$ cat config.mk
export PLATFORM = sky130hd
export DESIGN_NAME = mem_stage
export DESIGN_NICKNAME = d
export VERILOG_FILES = /design/src/rtl/core_pkg.sv /design/src/rtl/load_align.sv /design/src/rtl/mem_stage.sv
export SDC_FILE = /design/constraint.sdc
export NUM_CORES = 1
export LEC_CHECK = 0
export BUFFER_PORTS_ARGS = -buffer_cell sky130_fd_sc_hd__buf_2
export CORE_MARGIN = 5
export CORE_UTILIZATION = 51
export CTS_CLUSTER_DIAMETER = 200
export DETAILED_ROUTE_END_ITERATION = 10
export GPL_ROUTABILITY_DRIVEN = 1
export PLACE_DENSITY = 0.89
export SYNTH_ARGS = -nofsm -noshare
export SYNTH_HDL_FRONTEND = slang
export SYNTH_HIERARCHICAL = 1
export SYNTH_SLANG_ARGS = --single-unit
$ cat constraint.sdc
create_clock -name clk -period 2 [get_ports clk]
set_clock_uncertainty 0.05 [all_clocks]
set_input_delay 0.1 -clock clk [delete_from_list [all_inputs] [get_ports clk]]
set_output_delay 0.1 -clock clk [all_outputs]
set_load 0.02 [all_outputs]
$ cat src/rtl/core_pkg.sv
// Shared core definitions: load encodings, bus field offsets and default widths.
// Imported by the memory stage and by the load alignment helper.
package core_pkg;

  localparam int DATA_WIDTH = 32;
  localparam int ADDR_WIDTH = 5;

  typedef enum logic [2:0] {
    LD_NONE = 3'b000,
    LD_LB   = 3'b001,
    LD_LH   = 3'b010,
    LD_LW   = 3'b011,
    LD_LBU  = 3'b100,
    LD_LHU  = 3'b101
  } load_inst_e;

  // exe -> mem bus, LSB offsets of each field
  localparam int EX_LOAD_DATA_LSB = 0;
  localparam int EX_RSTRB_LSB     = 32;
  localparam int EX_ALU_LSB       = 36;
  localparam int EX_REGADDR_LSB   = 68;
  localparam int EX_REGW_BIT      = 73;
  localparam int EX_LOAD_INST_LSB = 74;
  localparam int EX_BUS_W         = 2*DATA_WIDTH + ADDR_WIDTH + 8;

  // mem -> wb bus (and forwarding bus, same layout)
  localparam int WB_RESULT_LSB  = 0;
  localparam int WB_REGADDR_LSB = 32;
  localparam int WB_REGW_BIT    = 37;
  localparam int WB_BUS_W       = DATA_WIDTH + ADDR_WIDTH + 1;

  typedef enum logic {
    SLOT_EMPTY = 1'b0,
    SLOT_FULL  = 1'b1
  } slot_state_e;

  function automatic logic is_load(input logic [2:0] li);
    return (li == LD_LB) || (li == LD_LH) || (li == LD_LW) ||
           (li == LD_LBU) || (li == LD_LHU);
  endfunction

endpackage

$ cat src/rtl/load_align.sv
// Combinational load lane selection and sign/zero extension of AXI-positioned read data.
// A load with no read strobes is flagged misaligned and yields zero.
module load_align
  import core_pkg::*;
(
  input  logic [2:0]  load_inst,
  input  logic [1:0]  off,
  input  logic [3:0]  rstrb,
  input  logic [31:0] load_data,
  output logic [31:0] result,
  output logic        misalign
);

  logic [31:0] shifted;

  always_comb begin
    shifted  = load_data >> {off, 3'b000};
    result   = '0;
    misalign = 1'b0;
    if (is_load(load_inst) && (rstrb == 4'b0000)) begin
      misalign = 1'b1;
    end else begin
      case (load_inst)
        LD_LB:   result = {{24{shifted[7]}}, shifted[7:0]};
        LD_LH:   result = {{16{shifted[15]}}, shifted[15:0]};
        LD_LW:   result = load_data;
        LD_LBU:  result = {24'd0, shifted[7:0]};
        LD_LHU:  result = {16'd0, shifted[15:0]};
        default: result = '0;
      endcase
    end
  end

endmodule

$ cat src/rtl/mem_stage.sv
// Memory-access pipeline stage: aligns load data, then holds the result in a
// single registered valid/ready slot feeding writeback and the forwarding bus.
module mem_stage
  import core_pkg::*;
#(
  parameter int ADDR_WIDTH = core_pkg::ADDR_WIDTH,
  parameter int DATA_WIDTH = core_pkg::DATA_WIDTH
) (
  input  logic                                clk,
  input  logic                                rst,
  input  logic [2*DATA_WIDTH+ADDR_WIDTH+7:0]  exe_to_mem_bus,
  input  logic                                exe_to_mem_valid,
  output logic                                mem_to_exe_ready,
  output logic [DATA_WIDTH+ADDR_WIDTH:0]      mem_to_wb_bus,
  output logic                                mem_to_wb_valid,
  input  logic                                wb_to_mem_ready,
  output logic [DATA_WIDTH+ADDR_WIDTH:0]      mem_fwd_bus,
  output logic                                mem_misalign
);

  // Handshake: a transfer happens on a rising edge where valid and ready are both
  // high. Ready depends only on slot occupancy and downstream ready, never on valid.

  logic [2:0]            in_load_inst;
  logic                  in_regw;
  logic [ADDR_WIDTH-1:0] in_regaddr;
  logic [DATA_WIDTH-1:0] in_alu;
  logic [3:0]            in_rstrb;
  logic [DATA_WIDTH-1:0] in_load_data;

  assign in_load_inst = exe_to_mem_bus[EX_LOAD_INST_LSB +: 3];
  assign in_regw      = exe_to_mem_bus[EX_REGW_BIT];
  assign in_regaddr   = exe_to_mem_bus[EX_REGADDR_LSB +: ADDR_WIDTH];
  assign in_alu       = exe_to_mem_bus[EX_ALU_LSB +: DATA_WIDTH];
  assign in_rstrb     = exe_to_mem_bus[EX_RSTRB_LSB +: 4];
  assign in_load_data = exe_to_mem_bus[EX_LOAD_DATA_LSB +: DATA_WIDTH];

  logic [DATA_WIDTH-1:0] align_result;
  logic                  align_misalign;

  load_align u_load_align (
    .load_inst (in_load_inst),
    .off       (in_alu[1:0]),
    .rstrb     (in_rstrb),
    .load_data (in_load_data),
    .result    (align_result),
    .misalign  (align_misalign)
  );

  logic [DATA_WIDTH-1:0] new_result;
  logic                  new_regw;

  assign new_result = is_load(in_load_inst) ? align_result : in_alu;
  // x0 is never a write target, and a misaligned load never writes.
  assign new_regw   = in_regw & (in_regaddr != '0) & ~align_misalign;

  slot_state_e           state_q, state_d;
  logic                  regw_q, regw_d;
  logic [ADDR_WIDTH-1:0] regaddr_q, regaddr_d;
  logic [DATA_WIDTH-1:0] result_q, result_d;
  logic                  fwd_we_q, fwd_we_d;
  logic                  accept;

  assign mem_to_exe_ready = (state_q == SLOT_EMPTY) | wb_to_mem_ready;
  assign accept           = exe_to_mem_valid & mem_to_exe_ready;

  always_comb begin
    state_d   = state_q;
    regw_d    = regw_q;
    regaddr_d = regaddr_q;
    result_d  = result_q;
    fwd_we_d  = fwd_we_q;
    case (state_q)
      SLOT_EMPTY: if (accept) state_d = SLOT_FULL;
      SLOT_FULL:  if (!accept && wb_to_mem_ready) state_d = SLOT_EMPTY;
      default:    state_d = SLOT_EMPTY;
    endcase
    if (accept) begin
      regw_d    = new_regw;
      regaddr_d = in_regaddr;
      result_d  = new_result;
      fwd_we_d  = new_regw;
    end else if (wb_to_mem_ready) begin
      // Payload stays for observation; only the forward write-enable must drop.
      fwd_we_d  = 1'b0;
    end
  end

  always_ff @(posedge clk or negedge rst) begin
    if (!rst) begin
      state_q   <= SLOT_EMPTY;
      regw_q    <= 1'b0;
      regaddr_q <= '0;
      result_q  <= '0;
      fwd_we_q  <= 1'b0;
    end else begin
      state_q   <= state_d;
      regw_q    <= regw_d;
      regaddr_q <= regaddr_d;
      result_q  <= result_d;
      fwd_we_q  <= fwd_we_d;
    end
  end

  assign mem_to_wb_valid = (state_q == SLOT_FULL);
  assign mem_to_wb_bus   = {regw_q, regaddr_q, result_q};
  assign mem_fwd_bus     = {fwd_we_q, regaddr_q, result_q};
  assign mem_misalign    = accept & align_misalign & rst;

endmodule

**Word-level counts from Yosys, hierarchy flattened**

Cells that the tools add are included.

- Add/subtract/negate cells: 0
- $lt $le $gt $ge: 0
- Shift operators: 1
- Reduce and logical (&&, ||, !) cells: 10
- Eq/ne operators: 5
- $mul: 0
- Div/mod/pow operators: 0
- Multiplexer cells: 9
- Bitwise operators: 8

Operators by type and width:

| operator | number |
|---|---|
| $pmux W32 S5 | 1 |
| $mux W32 | 2 |
| $shr A32 B5 Y16 | 1 |
| $eq A3 B2 Y1 const B | 2 |
| $eq A3 B3 Y1 const B | 2 |
| $and A1 B1 Y1 | 5 |
| $mux W1 | 5 |
| $reduce_bool A5 Y1 | 1 |
| $logic_not A4 Y1 | 1 |
| $logic_or A1 B1 Y1 | 4 |
| $eq A3 B1 Y1 const B | 1 |
| $logic_and A1 B1 Y1 | 2 |
| $not A1 Y1 | 2 |
| $pmux W1 S2 | 1 |
| $reduce_bool A2 Y1 | 1 |
| $logic_not A1 Y1 | 1 |
| $or A1 B1 Y1 | 1 |

- Output and inout bits: 79
- Bits of input ports: 81
- Bits in latches: 0
- Logic and storage cells: 38
- Register bits: 40
- Bits in writable memories: 0
- Memories kept: 0
- ROM bits: 0

**Depth between registers and ports, before layout**

- Word-level depth: 10
- Mapped depth: 9
- Depth with buffers taken out: 6

**Modules after synthesis**

The synthesis kept the hierarchy.

Modules (own cells, without submodules):

| module | cells each | instances | area an instance (um^2) | sequential area each (um^2) |
|---|---|---|---|---|
| mem_stage | 252 | 1 | 2402.3 | 1001.0 |
| load_align | 121 | 1 | 872.1 | 0.0 |

**Worst setup path before layout**

OpenSTA, ideal clock, no wires.

- Path kind: input-to-reg
- From: in exe_to_mem_bus[37]
- To: reg result_q[14]
- Setup time: 82 ps
- Setup slack: 410 ps
- Data arrival time: 1459 ps
- Stages: 8
- Required time: 1868 ps
- Path buffers: 2
- Cell sequence: buf_4 mux2i_1 mux2_4 or3_1 buf_2 a21oi_1 nand3b_1 a31oi_1

- Word-level cells in the longest chain between the ends: 4

RTL lines:

| item | RTL line | RTL |
|---|---|---|
| start, declared | mem_stage.sv:11 | `input logic [2*DATA_WIDTH+ADDR_WIDTH+7:0] exe_to_mem_bus,` |
| $shr A32 B5 Y16 | load_align.sv:17 | `shifted = load_data >> {off, 3'b000};` |
| $pmux W32 S5 | load_align.sv:23 | `case (load_inst)` |
| $mux W32 | load_align.sv:20 | `if (is_load(load_inst) && (rstrb == 4'b0000)) begin` |
| net align_result[14] | mem_stage.sv:38 | `logic [DATA_WIDTH-1:0] align_result;` |
| $mux W32 | mem_stage.sv:53 | `assign new_result = is_load(in_load_inst) ? align_result : in_alu;` |
| end signal, assigned | mem_stage.sv:100 | `result_q <= result_d;` |
| end, declared | mem_stage.sv:60 | `logic [DATA_WIDTH-1:0] result_q, result_d;` |

The timed path passes the listed nets, and every way through them passes these cells.
A chain may end at the register's enable or synchronous reset.

**Worst setup path in the final report**

- From: in wb_to_mem_ready
- To: out mem_misalign

- Word-level cells in the longest chain between the ends: 4

RTL lines:

| item | RTL line | RTL |
|---|---|---|
| start, declared | mem_stage.sv:16 | `input logic wb_to_mem_ready,` |
| $or A1 B1 Y1 | mem_stage.sv:64 | `assign mem_to_exe_ready = (state_q == SLOT_EMPTY) \| wb_to_mem_ready;` |
| $and A1 B1 Y1 | mem_stage.sv:65 | `assign accept = exe_to_mem_valid & mem_to_exe_ready;` |
| $and A1 B1 Y1 (2 in a row) | mem_stage.sv:108 | `assign mem_misalign = accept & align_misalign & rst;` |
| end, declared | mem_stage.sv:18 | `output logic mem_misalign` |

Every way passes these cells.

==> flow_metrics.tcl <==
set metrics [dict create \
    wl_met2_um 5266 \
    hp-class "input port to register" \
    die_h_um 90.13 \
    critical_path.startpoint_type "input port" \
    rsz0062_at_grt "no" \
    antenna_found_initial 0 \
    arrival_ns 1.62 \
    maxCapViolations 0 \
    p_leak_nw 1.872 \
    clk_latency_ns 0.29 \
    fin_area_um2 3938 \
    synth-edff-count 0 \
    min_period_ns 1.767 \
    die_area_um2 8123 \
    rr_startpoint "mem_to_wb_valid$_DFF_PN0_" \
    grtUsageTotal_pct 24.22 \
    placementRows 29 \
    path_max_fanout 17 \
    gp_congestion 0.9191 \
    initial_core_util_pct 51.86 \
    netlist_area_um2 3274 \
    whs_ns 0.02007 \
    hpwl_um 7787 \
    p_per_area_nw_per_um2 732.3 \
    final_util_pct 62.37 \
    route.met3.wl_um 946 \
    final_min_period_over_clock_period_pct 88.37 \
    reg2reg_slack_ns 0.62 \
    grt_pass1_wl_um 16480 \
    topRoutingLayerUsed "met4" \
    dr.pass1.iters 6 \
    ys_seq_area_share_pct 30.57 \
    layout-drive-gt1-share_pct 40.82 \
    path_clk_slew_ns 0.08 \
    die_w_um 90.13 \
    finalSetupTns_ns 0 \
    synth_nets 454 \
    port_buffers 159 \
    grt_max_degree 53 \
    wl_met1_um 4051 \
    synth_ff_type "dfrtp_1" \
    via_count 3426 \
    clockRootBuffer "clkbuf_8" \
    critPathKind "input port to primary output" \
    htreeDepth 2 \
    final_net_count 565 \
    place_area_um2 3749 \
    worst_slew_pin_slew_ns 0.7778 \
    cp-end-kind "primary output" \
    hold_start "exe_to_mem_bus[53]" \
    dp_cells 546 \
    drcViolationCount 0 \
    synth-seq-cells 40 \
    ys_async_sr_fraction_pct 100.0 \
    cts_tree "yes" \
    drt_iter0_markers 371 \
    finalNonFillerCells 562 \
    setup_viol 0 \
    post_cts_buffers 0 \
    r2r_end "result_q[21]$_DFFE_PN0P_" \
    grt-ovfl-total 0 \
    ios 160 \
    required_ns 1.85 \
    antennaDiodeCount 0 \
    clock_sinks 40 \
    outcome "finished clean" \
    area.growth.synth_to_final_pct 20.25 \
    grt_pass1_vias 3210 \
    yosys_warnings 6 \
    hold_end "result_q[17]$_DFFE_PN0P_" \
    holdPathStages 3 \
    wl_per_cell_um 18.71 \
    final-max-slew-violation-count 0 \
    fmax_ghz 0.5658 \
    core_region_area_um2 6314 \
    numCtsBuffers 5 \
    synth_cell_types 42 \
    via_per_inst 6.096 \
    avgSynthCellArea_um2 8.779 \
    drtAntennaViolNets 0 \
    ctsLongestPathBuffers 2 \
    routed_wl_um 10510 \
    hold_viol 0 \
    rr_worst_depth 3 \
    synth_cells 373 \
    num-fill-cells 578 \
    maxSlewHeadroom_pct 47.84 \
    ir_worst_vdd_mv 0.4161 \
]
## cell usage in the layout (no fill, tap or decap), types with 2 or more instances in the layout
cell           count
o21ai_0           30
o2bb2ai_1          9
a22oi_1            8
o21bai_1           2
nand2_1            9
and3_1             2
nand2b_1           2
clkbuf_8           5
a31oi_1           32
dfrtp_1           40
nor2_1             3
a21o_1            16
dlygate4sd3_1      7
mux2i_1            9
buf_4             13
nand3b_1          32
inv_1              2
mux2_2             7
buf_2            159
buf_12             2
o221ai_1           7
nor2b_1            2
or3_1              3
a21oi_1           49
mux2_1             5
and2_1             3
o21ai_1            2
nand3_1            8
## through the flow
stage               setup WS [ns]  power (mW)
floorplan                  0.4096       1.929
global placement           0.1861       2.178
detailed placement        0.06762       2.211
CTS                        0.1139       2.890
global route               0.1378       3.020
finish                     0.2326       2.883
## power breakdown
part | switching [mW] | internal (mW) | total, mW
clock network | 0.298 | 0.369 | 0.667
registers | 0.0957 | 0.934 | 1.03
logic | 0.750 | 0.436 | 1.19
## layer usage
metal / vias up / GRT usage [%]
met1: 1609 / 30.93
met5: - / 0
met4: 0 / 8.313
met3: 24 / 4.174
met2: 217 / 41.16
li1: 1576 / -
## cell families (layout without fill, tap and decap cells)
family / after synthesis / count (layout) / synth area share, %
AOI/OAI and AO/OA: 157 / 157 / 29.46
buffers and inverters: 80 / 191 / 17.20
and+or+nand+nor: 74 / 75 / 15.44
DFF: 40 / 40 / 30.57
muxes: 22 / 22 / 7.337
## flip-flops by register name, indices dropped and copies added, names as in the netlist
signal / flops
result_q: 32
regaddr_q: 5
regw_q: 1
mem_to_wb_valid: 1
fwd_we_q: 1
## how the worst max path moves through the flow
stage                       startpoint                       end
floorplan           exe_to_mem_bus[37]  result_q[14]$_DFFE_PN0P_
global placement    exe_to_mem_bus[75]  result_q[30]$_DFFE_PN0P_
CTS                    wb_to_mem_ready              mem_misalign
global route           wb_to_mem_ready              mem_misalign
finish                 wb_to_mem_ready              mem_misalign
detailed placement  exe_to_mem_bus[75]  result_q[21]$_DFFE_PN0P_
## timing repair
item | CTS | global route
endpoints found under the hold margin | 46 | 0
gates resized for setup | 0 | 0
hold buffers | 7 | 0
endpoints found under the setup margin | 0 | 1
## cell type report
type,count,area (µm²),share of cell area [%]
Inverter,2,7.507,0.1907
Clock inverter,3,42.54,1.080
Multi-Input combinational cell,254,1718,43.63
Tap cell,77,96.34,2.447
Timing Repair Buffer,181,1003,25.48
Clock buffer,5,68.82,1.748
Sequential cell,40,1001,25.42
## cells in the mapped netlist, types with 3 or more instances
cell	number	area share, %
nor2_1	3	0.34
buf_6	8	2.8
or3_1	3	0.57
nand2_1	9	1.0
buf_2	15	2.3
buf_8	3	1.4
o2bb2ai_1	9	2.4
a22oi_1	8	1.8
dfrtp_1	40	31
mux2_2	7	2.4
and2_1	3	0.57
nand3b_1	32	7.3
nand3_1	8	1.2
clkbuf_1	11	1.3
mux2i_1	9	2.8
mux2_1	5	1.7
a21oi_1	49	7.5
o21ai_0	30	4.6
a31oi_1	32	6.1
a21o_1	16	3.7
buf_4	40	9.2
o221ai_1	7	1.9
## critical path: stages
cell	delay [ns]
dlygate4sd3_1	0.52
buf_2	0.11
nand2b_4	0.22
and2_4	0.31
and3_1	0.20
buf_2	0.16
(Power assumes the default switching activity.)
